===== src/rtl/dec_pkg.sv =====
// Shared encodings for the scanning decoder: operating modes, FSM states and
// the mapping from a requested mode to the FSM state that serves it.
package dec_pkg;

    typedef enum logic [1:0] {
        MODE_DIRECT  = 2'b00,
        MODE_SCAN_UP = 2'b01,
        MODE_SCAN_DN = 2'b10,
        MODE_HOLD    = 2'b11
    } mode_e;

    typedef enum logic [1:0] {
        ST_IDLE   = 2'b00,
        ST_DIRECT = 2'b01,
        ST_SCAN   = 2'b10,
        ST_HOLD   = 2'b11
    } state_e;

    // Both scan directions share one state; the direction comes from the latched mode.
    function automatic state_e state_for_mode(input mode_e m);
        state_e s;
        case (m)
            MODE_DIRECT:  s = ST_DIRECT;
            MODE_SCAN_UP: s = ST_SCAN;
            MODE_SCAN_DN: s = ST_SCAN;
            default:      s = ST_HOLD;
        endcase
        return s;
    endfunction

endpackage


===== src/rtl/dec_onehot.sv =====
// Combinational binary-to-one-hot decoder with an enable that forces all-zero.
module dec_onehot #(
    parameter  int SEL_W = 4,
    localparam int OUT_W = 2 ** SEL_W
) (
    input  logic [SEL_W-1:0] code_i,
    input  logic             en_i,
    output logic [OUT_W-1:0] onehot_o
);

    always_comb begin
        onehot_o = '0;
        if (en_i) begin
            onehot_o[code_i] = 1'b1;
        end
    end

endmodule


===== src/rtl/dec_scan_seq.sv =====
// Code register with direct load, prescaled up/down scanning and hold, driving a
// registered one-hot decoder output with valid and wrap indications.
module dec_scan_seq
    import dec_pkg::*;
#(
    parameter  int SEL_W = 4,
    parameter  int DIV_W = 8,
    localparam int OUT_W = 2 ** SEL_W
) (
    input  logic             clk,
    input  logic             rst_n,
    input  logic             en,
    input  logic [1:0]       mode,
    input  logic             load,
    input  logic [SEL_W-1:0] sel,
    input  logic [DIV_W-1:0] div,
    output logic [OUT_W-1:0] decoded,
    output logic [SEL_W-1:0] code_q,
    output logic             valid,
    output logic             wrap
);

    state_e             state_q, state_d;
    mode_e              mode_q, mode_d;
    mode_e              modeIn;
    logic [DIV_W-1:0]   presc_q, presc_d;
    logic [SEL_W-1:0]   code_d;
    logic               wrap_q, wrap_d;
    logic [OUT_W-1:0]   decoded_q;
    logic [OUT_W-1:0]   onehotNext;
    logic               valid_q;

    assign modeIn = mode_e'(mode);

    // Decoder sees the current code; its result is registered, so decoded trails code_q by one edge.
    dec_onehot #(
        .SEL_W (SEL_W)
    ) u_onehot (
        .code_i   (code_q),
        .en_i     (en),
        .onehot_o (onehotNext)
    );

    always_comb begin
        state_d = state_q;
        mode_d  = mode_q;
        presc_d = presc_q;
        code_d  = code_q;
        wrap_d  = 1'b0;

        if (state_q == ST_IDLE) begin
            state_d = state_for_mode(modeIn);
            mode_d  = modeIn;
            presc_d = '0;
        end else if (modeIn != mode_q) begin
            state_d = state_for_mode(modeIn);
            mode_d  = modeIn;
            presc_d = '0;
            if (load) begin
                code_d = sel;
            end
        end else begin
            case (state_q)
                ST_SCAN: begin
                    // A load beats a coinciding step and restarts the period from zero.
                    if (load) begin
                        code_d  = sel;
                        presc_d = '0;
                    end else if (presc_q == div) begin
                        presc_d = '0;
                        if (mode_q == MODE_SCAN_UP) begin
                            code_d = code_q + 1'b1;
                            wrap_d = (code_q == {SEL_W{1'b1}});
                        end else begin
                            code_d = code_q - 1'b1;
                            wrap_d = (code_q == '0);
                        end
                    end else begin
                        presc_d = presc_q + 1'b1;
                    end
                end
                default: begin
                    if (load) begin
                        code_d = sel;
                    end
                end
            endcase
        end
    end

    always_ff @(posedge clk or negedge rst_n) begin
        if (!rst_n) begin
            state_q   <= ST_IDLE;
            mode_q    <= MODE_DIRECT;
            presc_q   <= '0;
            code_q    <= '0;
            wrap_q    <= 1'b0;
            decoded_q <= '0;
            valid_q   <= 1'b0;
        end else begin
            state_q   <= state_d;
            mode_q    <= mode_d;
            presc_q   <= presc_d;
            code_q    <= code_d;
            wrap_q    <= wrap_d;
            decoded_q <= onehotNext;
            valid_q   <= en;
        end
    end

    assign decoded = decoded_q;
    assign valid   = valid_q;
    assign wrap    = wrap_q;

endmodule


===== config.mk =====
export PLATFORM = sky130hd
export DESIGN_NAME = dec_scan_seq
export DESIGN_NICKNAME = d
export VERILOG_FILES = /design/src/rtl/dec_pkg.sv /design/src/rtl/dec_onehot.sv /design/src/rtl/dec_scan_seq.sv
export SDC_FILE = /design/constraint.sdc
export NUM_CORES = 1
export LEC_CHECK = 0
export ABC_AREA = 1
export CELL_PAD_IN_SITES_DETAIL_PLACEMENT = 0
export CELL_PAD_IN_SITES_GLOBAL_PLACEMENT = 1
export CORE_MARGIN = 4
export CORE_UTILIZATION = 36
export DETAILED_ROUTE_END_ITERATION = 7
export GPL_TIMING_DRIVEN = 0
export PLACE_DENSITY_LB_ADDON = 0.1
export SYNTH_ARGS = -nofsm -noshare
export SYNTH_HDL_FRONTEND = slang
export SYNTH_HIERARCHICAL = 1
export SYNTH_SLANG_ARGS = --single-unit

===== constraint.sdc =====
create_clock -name clk -period 2.1 [get_ports clk]
set_clock_uncertainty 0.05 [all_clocks]
set_input_delay 0.21 -clock clk [delete_from_list [all_inputs] [get_ports clk]]
set_output_delay 0.21 -clock clk [all_outputs]
set_load 0.005 [all_outputs]

==> flow_summary.ini <==
[cts]
clock-sinks = 34
clockBufferDepth = 2
cts_inserted_buffers = 5
htreeDepth = 2
cts-root-buf = clkbuf_8
clkTransAtPathRegs_ps = 70
insertion_delay_ps = 280
cts_tree = yes
postCtsSetupBuffers = 0

[yosys]
netlist_area_um2 = 1850
synth_edf_count = 0
synth_nets = 261
yosysUniqueCellTypes = 29
ys_async_sr_fraction = 1.00
synth_warnings = 6
avgSynthCellArea_um2 = 7.75
syn-instance-count = 238
synth_top_area_cell = dfrtp_1
ys_top_cells_by_area = dfrtp_1, nand2_1, inv_1, nand3_1, nor2_1
synth_top_area_frac = 0.461
synth-seq-cells = 34
synth.yosys.seq_area_share = 0.461
synth_top_flop_cell = dfrtp_1

[job]
max_cap_violations = 0

[finish]
fillers = 501
post-route-util = 0.501
antenna_cells = 0
regArea_um2 = 851
fin_nets = 307
drive_gt1_frac = 0.0807
multi_input_area_um2 = 852
area_growth_pct = 31.6

[power]
switching_power_w = 0.000599
power.internal_w = 0.00129
power_frac_seq = 0.422
ir_worst_vdd_mv = 0.309
clock_power_share = 0.314
p_leak_nw = 1.18
swShare = 0.317
combPwrFrac = 0.264
p_per_area_nw_per_um2 = 778

[sta]
setup_viol = 0
relSlewSlack = 0.514
tightest_slew_ps = 729
fin_crit_sh = 0.901
slew_viol_final = 0
fmax_ghz = 0.529
rsz0062_at_grt = no
setup_tns_ps = 0
hold_viol = 0
min_period_ps = 1890
hold_ws_ps = 135

[critical_path]
cp-start-kind = register
critPathRequiredTime_ps = 2230
critical_path_class = reg2reg
end_kind = register
critPathArrivalTime_ps = 2020
path_max_fanout = 6

[floorplan]
die_h_um = 79.6
core_area_um2 = 4850
floorplan.rows = 25
io-pin-count = 40
die_area_um2 = 6340
dieWidth_um = 79.6
start_util = 0.381

[route]
drc = 0
wl_met2_mm = 1.67
wl_met1_mm = 1.86
dr.max_layer_used = met4
vias_per_cell = 4.49
drt_iter0_markers = 53
via_count = 1580
dr.pass1.iters = 4
wl_met3_um = 202
routedWlPerCell_um = 10.7
ant_nets = 0
wl_mm = 3.77

[placement]
hpwl_mm = 2.92
io_buffers = 38
gp_congestion = 0.754

[global_routing]
grt_max_degree = 35
grt_antenna_before_repair = 0
grt_pass1_vias = 1515
grt-ovfl-total = 0
grt_pass1_wl_mm = 6.76
grtUsageTotal = 0.135

[worst_hold_path]
hold_path.class = in2reg

[status]
status = completed
-- timing repair --
item / in CTS / in global routing
resized for setup: 0 / 0
setup endpoints to repair: 0 / 0
hold endpoints to repair: 34 / 0
hold buffers: 1 / 0
-- sequential cells by signal (all words and copies together) (netlist names) --
name / flops
state_q: 2
decoded: 16
presc_q: 8
wrap: 1
mode_q: 2
valid: 1
code_q: 4
-- routing by layer --
layer	vias to the layer above	global-route usage
met5	-	0
met4	0	0.0412
met3	5	0.0316
met2	28	0.214
met1	708	0.183
li1	839	-
-- final timing paths --
kind	from	to	slack [ps]	depth (start not counted)
min in group asynchronous	rst_n	mode_q[1]	470	2
max	mode_q[1]	code_q[2]	210	13
min reg2reg	presc_q[0]	presc_q[0]	520	1
max reg2reg	mode_q[1]	code_q[2]	210	13
max in group asynchronous	rst_n	decoded[4]	1060	2
min	load	wrap	130	2
-- per-stage QoR --
step	power [W]	worst slack (ps)	cells	area, um2
final	0.00189	208	352	2430
after global routing	0.00205	13.3	352	2430
after CTS	0.00192	180	352	2430
after detailed placement	0.00132	198	343	2300
after global placement	0.00132	35.7	343	2310
after floorplan	0.00109	430	238	1850
-- cell usage in the layout, fill, tap and decap left out, types with 2 or more instances in the layout --
| master | instances |
|---|---|
| nand2_1 | 73 |
| xor2_1 | 3 |
| o21ai_1 | 3 |
| o21ai_0 | 9 |
| nand2_2 | 2 |
| nor2_1 | 27 |
| o21a_1 | 2 |
| clkinvlp_4 | 2 |
| nand3_1 | 22 |
| clkbuf_1 | 2 |
| xnor2_2 | 2 |
| inv_2 | 3 |
| ha_1 | 4 |
| clkbuf_8 | 5 |
| o22ai_1 | 2 |
| nand4_1 | 4 |
| xnor2_1 | 3 |
| clkdlybuf4s50_1 | 37 |
| inv_1 | 31 |
| dfrtp_1 | 34 |
-- cell type report --
cell class | count | share of cell area
Multi-Input combinational cell | 167 | 0.351
Clock inverter | 3 | 0.0185
Sequential cell | 34 | 0.350
Buffer | 3 | 0.00618
Clock buffer | 5 | 0.0283
Timing Repair Buffer | 39 | 0.159
Inverter | 34 | 0.0526
Tap cell | 67 | 0.0345
-- power by group through the flow --
| stage | clock [W] | combinational, W | sequential [W] |
|---|---|---|---|
| after floorplan | 0 | 0.000296 | 0.000792 |
| after global placement | 0 | 0.000502 | 0.000814 |
| after detailed placement | 0 | 0.000503 | 0.000814 |
| after CTS | 0.000614 | 0.000508 | 0.000801 |
| after global routing | 0.000650 | 0.000583 | 0.000814 |
| final | 0.000594 | 0.000499 | 0.000799 |
-- logic make-up after synthesis --
logic type	count (synthesis)	share of synthesized area
flops	34	0.461
simple gates	134	0.314
buf+inv	37	0.0773
compound gates	20	0.0637
xor+xnor	8	0.0461
fa+ha+maj	5	0.0380
-- worst max-delay path: stages (launching register included) --
cell     delay, ps
dfrtp_1        410
inv_1          130
nand2_1        180
fa_1           420
inv_1           60
nand2_1         40
nand3_1         70
o21ai_0         90
nand2_1         70
nand2_1         40
nand2_1         50
nand2_1         50
nand3_1         70
nand2_1         50
-- Yosys cell counts, types with 2 or more instances --
library cell and count:
xnor2_1 3, nand2_1 73, clkbuf_1 2, nand2_2 2, o21a_1 2, o21ai_0 9
o21ai_1 3, inv_2 3, nand4_1 4, nor2_1 27, xnor2_2 2, nand3_1 22
o22ai_1 2, xor2_1 3, dfrtp_1 34, ha_1 4, inv_1 31
No activity file was read; power rests on OpenSTA's default activity.
